**src/rtl/irq_pending_unit.sv**
```systemverilog
// irq_pending_unit: front end of the interrupt controller.
// Synchronizes raw request lines, latches edges or passes levels into a
// pending register, tracks lost edges, and presents the masked request vector.
module irq_pending_unit #(
    parameter  int NUM_IRQ     = 4,
    parameter  int SYNC_STAGES = 2,
    localparam int ID_W        = $clog2(NUM_IRQ)
) (
    input  logic               i_clk,
    input  logic               i_rst_n,
    input  logic [NUM_IRQ-1:0] i_irq_raw,
    input  logic [NUM_IRQ-1:0] i_edge_mode,
    input  logic [NUM_IRQ-1:0] i_mask,
    input  logic               i_ack,
    input  logic [ID_W-1:0]    i_ack_id,
    output logic [NUM_IRQ-1:0] o_irq,
    output logic [NUM_IRQ-1:0] o_pending,
    output logic [NUM_IRQ-1:0] o_overrun
);

    // Stage 0 samples the raw lines; the last stage is the synchronized value.
    logic [SYNC_STAGES-1:0][NUM_IRQ-1:0] r_sync;
    logic [NUM_IRQ-1:0]                  r_prev;
    logic [NUM_IRQ-1:0]                  r_pending;
    logic [NUM_IRQ-1:0]                  r_overrun;

    logic [NUM_IRQ-1:0] w_sync;
    logic [NUM_IRQ-1:0] w_rise;
    logic [NUM_IRQ-1:0] w_ackHit;
    logic [NUM_IRQ-1:0] w_pendingNext;
    logic [NUM_IRQ-1:0] w_overrunNext;

    assign w_sync = r_sync[SYNC_STAGES-1];
    assign w_rise = w_sync & ~r_prev;

    // Decode the acknowledged id into a one-hot bit; id k names bit NUM_IRQ-1-k.
    always_comb begin
        w_ackHit = '0;
        for (int i = 0; i < NUM_IRQ; i++) begin
            if (i_ack && (i_ack_id == ID_W'(NUM_IRQ - 1 - i))) begin
                w_ackHit[i] = 1'b1;
            end
        end
    end

    // Edge lines: a rise sets (beating a same-cycle ack), else an ack clears,
    // else hold. Level lines simply copy the synchronized input.
    assign w_pendingNext = (i_edge_mode & (w_rise | (r_pending & ~w_ackHit)))
                         | (~i_edge_mode & w_sync);

    // A rise onto an already pending edge bit is a lost edge unless the same
    // cycle acks it; an ack clears the flag when no new loss occurs.
    assign w_overrunNext = (i_edge_mode & w_rise & r_pending & ~w_ackHit)
                         | (r_overrun & ~w_ackHit);

    // Synchronizer chain per line, cleared asynchronously.
    always_ff @(posedge i_clk or negedge i_rst_n) begin
        if (!i_rst_n) begin
            r_sync <= '0;
        end else begin
            r_sync[0] <= i_irq_raw;
            for (int k = 1; k < SYNC_STAGES; k++) begin
                r_sync[k] <= r_sync[k-1];
            end
        end
    end

    // Previous synchronized value for rise detection; zero after reset so a
    // line already high at release produces one rise.
    always_ff @(posedge i_clk or negedge i_rst_n) begin
        if (!i_rst_n) begin
            r_prev <= '0;
        end else begin
            r_prev <= w_sync;
        end
    end

    // Pending and overrun state registers.
    always_ff @(posedge i_clk or negedge i_rst_n) begin
        if (!i_rst_n) begin
            r_pending <= '0;
            r_overrun <= '0;
        end else begin
            r_pending <= w_pendingNext;
            r_overrun <= w_overrunNext;
        end
    end

    assign o_irq     = r_pending & i_mask;
    assign o_pending = r_pending;
    assign o_overrun = r_overrun;

endmodule

```
**config.mk**
```make
export PLATFORM = sky130hd
export DESIGN_NAME = irq_pending_unit
export DESIGN_NICKNAME = d
export VERILOG_FILES = /design/src/rtl/irq_pending_unit.sv
export SDC_FILE = /design/constraint.sdc
export NUM_CORES = 1
export LEC_CHECK = 0
export BUFFER_PORTS_ARGS = -buffer_cell sky130_fd_sc_hd__buf_4
export CORE_MARGIN = 5
export CORE_UTILIZATION = 44
export CTS_BUF_LIST = sky130_fd_sc_hd__clkbuf_8 sky130_fd_sc_hd__clkbuf_16
export DETAILED_ROUTE_END_ITERATION = 12
export MAX_ROUTING_LAYER = met4
export PLACE_DENSITY = 0.77
export SYNTH_ARGS = -nofsm -noshare
export SYNTH_HDL_FRONTEND = slang
export SYNTH_SLANG_ARGS = --single-unit
```
**constraint.sdc**
```tcl
create_clock -name i_clk -period 1.2 [get_ports i_clk]
set_input_delay 0.3 -clock i_clk [delete_from_list [all_inputs] [get_ports i_clk]]
set_output_delay 0.3 -clock i_clk [all_outputs]
set_load 0.005 [all_outputs]
```
==> qor.txt, run 1 <==
Worst Setup End Kind -> primary output
crit-path max FO -> 3
layout cells sized above 1 -> 47.67%
mapped cell area -> 680.7 µm²
vias in the first global route -> 549
GPL Wtd Cong -> 0.7001
Worst Hold Launch -> i_irq_raw[0]
largest net degree at the start of global routing -> 21
Max clock buf depth -> 2
reg2reg setup slack -> 140 ps
yosys warns -> 0
Routed Antenna Nets -> 0
main combinational cell family by area after synthesis -> simple AND/OR/NAND/NOR gates
critical path class -> reg2out
reg2reg end -> o_overrun[2]
status -> complete, but fails checks
area fraction in compound gates after synthesis -> 9.743%
Die H -> 49.33 µm
met2 wire len -> 677 µm
placed cells -> 90
vias post-DR -> 526
Port Buffer Count -> 28
Worst EP required -> 900 ps
uppermost routed layer -> met4
Combinational Power Share -> 16.4%
final setup violation count -> 4
Pre-antenna DRT Iters -> 4
H-tree levels -> 1
initial core utilization -> 45.71%
Critical Path Start -> o_pending[3]
fill count -> 120
gr ovfl total -> 0
CORE AREA -> 1489 µm²
sw frac -> 21.22%
Mapped Cells -> 46
total wire length -> 1374 µm
CTS tree -> yes
worst-margin pin slew -> 303.4 ps
# IOs -> 29
multiplexer area fraction after synthesis -> 0%
vias per cell -> 5.157
adder-cell share of the synthesized area -> 0%
Post-Layout Cell Count -> 102
area share of and/or/nand/nor cells after synthesis -> 16.18%
Pwr Total -> 1.508 mW
DRC -> 0
num rows -> 14
Period minus WS final -> 1214 ps
FMAX -> 0.8236 GHz
#FFs+latches synth -> 20
Critical path destination -> o_irq[3]
initial drt markers -> 6
failing checks -> negative setup slack
Critical Path AT -> 910 ps
ant diodes -> 0
Flop pwr share -> 50.5%
wire per inst -> 13.47 µm
Synth Area in XOR/XNOR -> 0%
met3 WL post-DR -> 116 µm
clk sinks -> 20
Hold Path Class -> in2reg
LEAKAGE -> 0.5184 nW
crit start category -> flop
Final Max Slew Viols -> 0
Placed Instance Area -> 910.9 µm²
Final Hold Fails -> 0
DPL Wire Length -> 999.9 µm
first-pass GRT wire length -> 2421 µm
clock share of power -> 33.1%
P_sw -> 319.9 µW
dpl ws -> 192.7 ps
Area Growth Syn to Fin -> 55.15%
Syn Nets -> 63
final worst-path setup slack -> -14.25 ps
Min Hold Slack -> 147.1 ps
Worst-path clk slew -> 70 ps
PwrDens -> 1428 nW/µm²
Clock Skew -> 2.493 ps
routed length on met1 -> 575 µm
Die Area -> 2433 µm²
Tcrit/Tclk final -> 101.2%
register area share after synthesis -> 73.53%
R2R depth -> 4
origin of the critical flop-to-flop path -> o_pending[2]
Die Wd -> 49.33 µm
worst skew pair latency -> 250 ps
Num CTS Buffers -> 3
Max Cap Viol -> 0
Power Internal -> 1.188 mW
initial antenna violation count -> 0
synthesized area per cell -> 14.80 µm²
peak supply drop -> 0.001030 V
unrepaired setup endpoints after global routing -> yes
GRT Overall Usage -> 13.30%
max_slew headroom -> 79.73%
count of different cell masters after synthesis -> 13
Layout Nets -> 104
design area -> 1056 µm²
Root Driver -> clkbuf_8
==> state kept, by name, indices dropped and copies added (netlist names) <==
| signal | flops |
|---|---|
| o_overrun | 4 |
| o_pending | 4 |
| r_prev | 4 |
| r_sync | 4 |
| w_sync | 4 |
==> timing repair <==
item | CTS | global route
gates resized for setup | 1 | 7
pin swaps | 2 | 2
setup endpoints to repair | 4 | 6
hold endpoints to repair | 20 | 0
setup buffers | 6 | 1
hold buffers | 1 | 0
==> worst min-delay path by stage <==
stage,slack (ps),end,cells past startpoint
2_1_floorplan,4,o_overrun[0],0
3_3_place_gp,190,o_overrun[3],1
3_5_place_dp,190,o_overrun[3],1
4_1_cts,140,r_sync[3],1
5_1_grt,140,r_sync[2],1
6_report,150,r_sync[0],1
==> synth_stat cells <==
cell | count | area (µm²)
and4b_1 | 3 | 30.03
a21oi_1 | 1 | 5.000
nand2_1 | 5 | 18.77
inv_1 | 1 | 3.750
nor3b_1 | 1 | 7.510
nand4b_1 | 1 | 8.760
dfrtp_1 | 20 | 500.5
o21a_1 | 3 | 22.52
o2bb2ai_1 | 1 | 8.760
nand3b_1 | 2 | 15.01
a32o_1 | 3 | 30.03
and2_1 | 4 | 25.02
nand3_1 | 1 | 5.000
==> stage by stage <==
stage / util, % / setup TNS, ps
2_1_floorplan: - / 0
3_3_place_gp: 61.18 / 0
3_5_place_dp: 61.18 / 0
4_1_cts: 68.82 / -81.93
5_1_grt: 70.92 / -253.9
6_report: 70.92 / -53.38
==> power groups by stage <==
stage / Clock [mW] / Sequential [mW] / Combinational, mW
5_1_grt: 0.543 / 0.771 / 0.273
3_3_place_gp: 0 / 0.775 / 0.187
6_report: 0.498 / 0.762 / 0.247
2_1_floorplan: 0 / 0.775 / 0.0519
3_5_place_dp: 0 / 0.778 / 0.194
4_1_cts: 0.513 / 0.761 / 0.231
==> placed cells by master (no fill, tap or decap) <==
cell type	instances
dlygate4sd3_1	1
nand2_1	5
and2_4	2
nor3b_1	1
nand4b_1	1
clkbuf_8	4
o2bb2ai_1	1
dfrtp_1	20
and2_1	2
nand3_1	1
o21a_1	3
nand3b_1	2
and4b_1	3
a21oi_1	1
buf_6	6
a32o_1	3
buf_4	29
inv_1	1
==> critical path, stage by stage, from the launching register on <==
cell and delay (ps):
dfrtp_1 400, and2_4 160, buf_6 100
==> layer usage <==
| metal | global-route usage [%] | vias up |
|---|---|---|
| met3 | 4.893 | 2 |
| met1 | 14.51 | 255 |
| met2 | 21.03 | 23 |
| li1 | - | 246 |
| met4 | 6.726 | 0 |
| met5 | - | - |
==> cell families after synthesis <==
| kind of cell | after synthesis |
|---|---|
| compound gates | 8 |
| simple gates | 17 |
| buf+inv | 1 |
| flops | 20 |
==> layout make-up <==
type	instances	area, µm²	area share, %
Multi-Input combinational cell	25	181.4	17.18
Sequential cell	20	500.5	47.39
Timing Repair Buffer	36	295.3	27.96
Tap cell	16	20.02	1.896
Inverter	1	3.754	0.3555
Clock buffer	4	55.05	5.213
Note: power is estimated with default switching activity, not from simulation.
==> run 2, diff against run 1 <==
--- a/config.mk
+++ b/config.mk
@@ -11,7 +11,7 @@
 export CTS_BUF_LIST = sky130_fd_sc_hd__clkbuf_8 sky130_fd_sc_hd__clkbuf_16
 export DETAILED_ROUTE_END_ITERATION = 12
 export MAX_ROUTING_LAYER = met4
-export PLACE_DENSITY = 0.77
+export PLACE_DENSITY = 0.75
 export SYNTH_ARGS = -nofsm -noshare
 export SYNTH_HDL_FRONTEND = slang
 export SYNTH_SLANG_ARGS = --single-unit
==> qor.txt, run 2 (same netlist as run 1, synthesis figures left out) <==
status -> complete, but fails checks
failing checks -> negative setup slack
vias in the first global route -> 463
layout cells sized above 1 -> 47.67%
GRT Overall Usage -> 11.88%
routed length on met1 -> 576 µm
Layout Utilization -> 71.43%
num rows -> 14
met2 wire len -> 553 µm
gr ovfl total -> 0
peak supply drop -> 0.0009508 V
Fin Setup TNS -> -34.75 ps
CTS tree -> yes
Num CTS Buffers -> 3
Critical Path AT -> 930 ps
Max clock buf depth -> 2
Worst Setup End Kind -> primary output
Die Area -> 2433 µm²
H-tree levels -> 1
PwrDens -> 1422 nW/µm²
Clock Skew -> 3.268 ps
clk sinks -> 20
Die Wd -> 49.33 µm
CP top delay family -> flip-flops
Port Buffer Count -> 28
critical path class -> reg2out
LEAKAGE -> 0.5209 nW
worst-path cell chain -> and2_1 -> buf_4
initial drt markers -> 9
Die H -> 49.33 µm
uppermost routed layer -> met4
total wire length -> 1322 µm
crit-path max FO -> 3
ant diodes -> 0
fill count -> 100
worst-margin pin slew -> 358.9 ps
Area Growth Syn to Fin -> 56.25%
initial antenna violation count -> 0
Max Cap Viol -> 0
Worst EP required -> 900 ps
wire per inst -> 12.96 µm
final worst-path setup slack -> -27.57 ps
Final Max Slew Viols -> 0
slowest cell on the critical path -> dfrtp_1
CP Buf/Inv Count -> 1
Period minus WS final -> 1228 ps
first-pass GRT wire length -> 2090 µm
Hold Path Class -> in2reg
GPL Wtd Cong -> 0.6928
most frequent cells in the layout -> 27 x buf_4, 20 x dfrtp_1, 8 x buf_6
FMAX -> 0.8146 GHz
unrepaired setup endpoints after global routing -> yes
vias per cell -> 4.980
# IOs -> 29
Routed Antenna Nets -> 0
crit start category -> flop
Tcrit/Tclk final -> 102.3%
max_slew headroom -> 76.02%
Pre-antenna DRT Iters -> 4
Final Hold Fails -> 0
DRC -> 0
Root Driver -> clkbuf_8
Layout Nets -> 104
Max stage delay on crit path -> 400 ps
Worst-path clk slew -> 70 ps
worst skew pair latency -> 260 ps
leading cell type in the layout, fill and taps excluded -> buf_4
final setup violation count -> 2
initial core utilization -> 45.71%
met3 WL post-DR -> 166 µm
largest net degree at the start of global routing -> 21
vias post-DR -> 508
CORE AREA -> 1489 µm²
-- run 2: changes by cell type in the layout (fill, tap and decap cells not counted) --
cell   previous run  this run
buf_4            29        27
buf_6             6         8
-- run 2: area by class of cell --
type                       instances  area, µm²  share of cell area (%)
clock buffer                       4      55.05                   5.176
inverter                           1      3.754                  0.3529
multi-input combinational         25      181.4                   17.06
sequential                        20      500.5                   47.06
tap                               16      20.02                   1.882
timing repair buffer              36      302.8                   28.47
-- run 2: layer usage --
layer | GRT usage [%] | vias to the layer above
met2 | 13.52 | 26
met5 | - | -
li1 | - | 244
met3 | 5.810 | 4
met4 | 9.417 | 0
met1 | 15.35 | 234
-- run 2: worst register-to-register path: stages, from the launching register on --
cell	delay, ps
dfrtp_1	400
buf_6	120
buf_4	120
and4b_1	170
o21a_1	160
-- run 2: worst paths after layout --
check,startpoint,slack [ps],to,depth (start not counted)
min reg2reg,r_sync[0],350,w_sync[0],0
max in group asynchronous,i_rst_n,550,o_pending[1],2
max,o_pending[3],-30,o_irq[3],2
min in group asynchronous,i_rst_n,450,o_overrun[3],2
max reg2reg,o_pending[1],120,o_overrun[1],4
min,i_irq_raw[3],140,r_sync[3],1
-- run 2: through the flow --
| stage | setup WS (ps) | hold WS, ps | power [mW] | area [µm²] | std cells |
|---|---|---|---|---|---|
| 6_report | -27.57 | 143.5 | 1.513 | 1064 | 102 |
| 5_1_grt | -83.76 | 128.7 | 1.590 | 1064 | 102 |
| 4_1_cts | -21.62 | 136.9 | 1.503 | 1021 | 101 |
| 3_5_place_dp | 209.2 | 187.6 | 0.9682 | 910.9 | 90 |
| 3_3_place_gp | 218.0 | 186.0 | 0.9628 | 910.9 | 90 |
| 2_1_floorplan | 349.8 | 4.409 | 0.8268 | 680.7 | 46 |
-- run 2: timing repair --
item | 4_1_cts | 5_1_grt
pin swaps | 3 | 2
setup buffers | 6 | 1
hold endpoints to repair | 20 | 0
gates resized for setup | 0 | 10
setup endpoints to repair | 4 | 7
hold buffers | 1 | 0
-- run 2: report_power, final --
group | leakage (nW) | total, mW | switching (mW) | internal, mW
combinational | 0.256 | 0.251 | 0.0808 | 0.170
sequential | 0.237 | 0.761 | 0.0306 | 0.731
clock | 0.0288 | 0.501 | 0.209 | 0.292
==> run 3, diff against run 2 <==
--- a/config.mk
+++ b/config.mk
@@ -5,9 +5,10 @@
 export SDC_FILE = /design/constraint.sdc
 export NUM_CORES = 1
 export LEC_CHECK = 0
+export ABC_AREA = 1
 export BUFFER_PORTS_ARGS = -buffer_cell sky130_fd_sc_hd__buf_4
 export CORE_MARGIN = 5
-export CORE_UTILIZATION = 44
+export CORE_UTILIZATION = 45
 export CTS_BUF_LIST = sky130_fd_sc_hd__clkbuf_8 sky130_fd_sc_hd__clkbuf_16
 export DETAILED_ROUTE_END_ITERATION = 12
 export MAX_ROUTING_LAYER = met4
==> qor.txt, run 3 <==
yosys warns -> 0
cell with the most instances after synthesis -> nand2_1
num rows -> 14
max_slew headroom -> 84.13%
Period minus WS final -> 1175 ps
clock share of power -> 40.2%
# IOs -> 29
vias post-DR -> 603
initial antenna violation count -> 0
final worst-path setup slack -> 25.11 ps
FMAX -> 0.8511 GHz
mapped cell area -> 735.7 µm²
Tcrit/Tclk final -> 97.91%
crit-path max FO -> 3
Die Area -> 2544 µm²
crit start category -> flop
Root Driver -> clkbuf_8
Num CTS Buffers -> 3
DRC -> 0
area fraction in compound gates after synthesis -> 0%
DPL Wire Length -> 1091 µm
register area share after synthesis -> 68.03%
ant diodes -> 0
total wire length -> 1469 µm
clk sinks -> 20
synthesized area per cell -> 9.083 µm²
gr ovfl total -> 0
wire per inst -> 11.21 µm
critical path class -> reg2out
final setup violation count -> 0
LEAKAGE -> 0.6281 nW
sw frac -> 20.77%
post-synth top area share -> 68.03%
Max clock buf depth -> 2
count of different cell masters after synthesis -> 5
CP top delay family -> flip-flops
Final Max Slew Viols -> 0
leading cell type in the layout, fill and taps excluded -> nand2_1
slowest cell on the critical path -> dfrtp_1
vias per cell -> 4.603
Critical Path AT -> 870 ps
GPL Wtd Cong -> 0.7117
peak supply drop -> 0.001016 V
design area -> 1066 µm²
Mapped Cells -> 81
Die Wd -> 50.44 µm
Final Hold Fails -> 0
P_sw -> 342.2 µW
Area Growth Syn to Fin -> 44.90%
area share of and/or/nand/nor cells after synthesis -> 24.83%
worst skew pair latency -> 260 ps
Layout Nets -> 133
dpl ws -> 285.2 ps
Syn Nets -> 98
status -> complete, no violations
Placed Instance Area -> 965.9 µm²
CP Buf/Inv Count -> 2
Die H -> 50.44 µm
Pre-antenna DRT Iters -> 4
Max stage delay on crit path -> 400 ps
adder-cell share of the synthesized area -> 0%
CORE AREA -> 1524 µm²
Flop pwr share -> 46.5%
Worst Setup End Kind -> primary output
Worst EP required -> 900 ps
initial drt markers -> 8
largest net degree at the start of global routing -> 21
Clock Skew -> 1.466 ps
number of synthesized flops with an enable pin -> 0
top cells by area, synth -> dfrtp_1 68%, nand2_1 19%, inv_1 7.1%, nand3_1 3.4%, nor2_1 2.0%
unrepaired setup endpoints after global routing -> yes
Routed Antenna Nets -> 0
vias in the first global route -> 587
#FFs+latches synth -> 20
multiplexer area fraction after synthesis -> 0%
main combinational cell family by area after synthesis -> simple AND/OR/NAND/NOR gates
Synth top cells by count -> 38 x nand2_1, 20 x dfrtp_1, 14 x inv_1, 5 x nand3_1, 4 x nor2_1
post-synth top area cell -> dfrtp_1
Synth Area in XOR/XNOR -> 0%
Hold Path Class -> in2reg
worst-path cell chain -> nand2_1 -> inv_1 -> buf_4
fill count -> 134
layout cells sized above 1 -> 28.70%
worst-margin pin slew -> 238.0 ps
first-pass GRT wire length -> 2566 µm
Port Buffer Count -> 28
most used flip-flop cell after synthesis -> dfrtp_1
Power Internal -> 1.306 mW
H-tree levels -> 1
asr flop ratio synth -> 100.0%
Worst-path clk slew -> 70 ps
most frequent cells in the layout -> 38 x nand2_1, 26 x buf_4, 20 x dfrtp_1
GRT Overall Usage -> 14.21%
CTS tree -> yes
PwrDens -> 1546 nW/µm²
Combinational Power Share -> 13.4%
Max Cap Viol -> 0
initial core utilization -> 48.28%
[run 3: cell types whose count changed after synthesis, sizes merged, moves of 2 or more]
cell    change
inv        +13
nand2      +33
nand3b      -2
o21a        -3
nor2        +4
nand3       +4
a32o        -3
and4b       -3
and2        -4
[run 3: area by class of cell]
type	instances	area, µm²	share of cell area (%)
repair buffers	30	239.0	22.42
inverters	14	52.55	4.930
well taps	16	20.02	1.878
clock buffers	3	41.29	3.873
multi-input cells	47	182.7	17.14
flip-flops and latches	20	500.5	46.95
clock inverters	1	30.03	2.817
[run 3: final timing paths]
| check | slack (ps) | cells past startpoint | from | to |
|---|---|---|---|---|
| worst min register to register | 350 | 0 | r_sync[2] | w_sync[2] |
| worst max-delay path | 30 | 3 | o_pending[0] | o_irq[0] |
| worst min-delay path | 140 | 1 | i_irq_raw[0] | r_sync[0] |
| min in group asynchronous | 470 | 2 | i_rst_n | r_prev[0] |
| max in group asynchronous | 530 | 2 | i_rst_n | o_pending[2] |
| worst max register to register | 360 | 5 | o_pending[2] | o_overrun[2] |
[run 3: worst register-to-register path, cell delays in order, from the launching register on]
cell,delay [ps]
dfrtp_1,390
buf_4,140
nand2_1,70
nor2_1,50
nand2_1,50
nand2_1,40
[run 3: logic make-up after synthesis]
logic type / after synthesis
buf+inv: 14
simple gates: 47
flops: 20
[run 3: stage by stage]
step	util (%)	cells	hold WS [ps]	power (mW)	setup TNS [ps]
floorplan	-	81	4.409	0.8425	0
global placement	63.38	125	187.0	0.9802	0
detailed placement	63.38	125	186.5	0.9894	0
CTS	68.72	130	137.5	1.656	0
global route	69.95	131	128.4	1.729	-58.78
finish	69.95	131	143.0	1.648	0
[run 3: layer usage]
metal | up-vias | share of wire, % | global-route usage (%)
met5 | - | 0 | -
met4 | 0 | 3.9 | 12.77
met3 | 4 | 8.2 | 3.254
met2 | 21 | 49 | 21.76
met1 | 275 | 38 | 15.05
li1 | 303 | - | -
[run 3: timing repair]
item	in CTS	in global routing
hold buffers	1	0
setup buffers	0	1
endpoints found under the setup margin	0	4
hold endpoints to repair	20	0
gates resized for setup	0	3
[run 3: power by group through the flow]
stage / Sequential (mW) / Combinational (mW) / Clock, mW
6_report: 0.766 / 0.220 / 0.662
5_1_grt: 0.773 / 0.251 / 0.704
4_1_cts: 0.766 / 0.215 / 0.675
3_5_place_dp: 0.779 / 0.211 / 0
3_3_place_gp: 0.775 / 0.205 / 0
2_1_floorplan: 0.777 / 0.0658 / 0
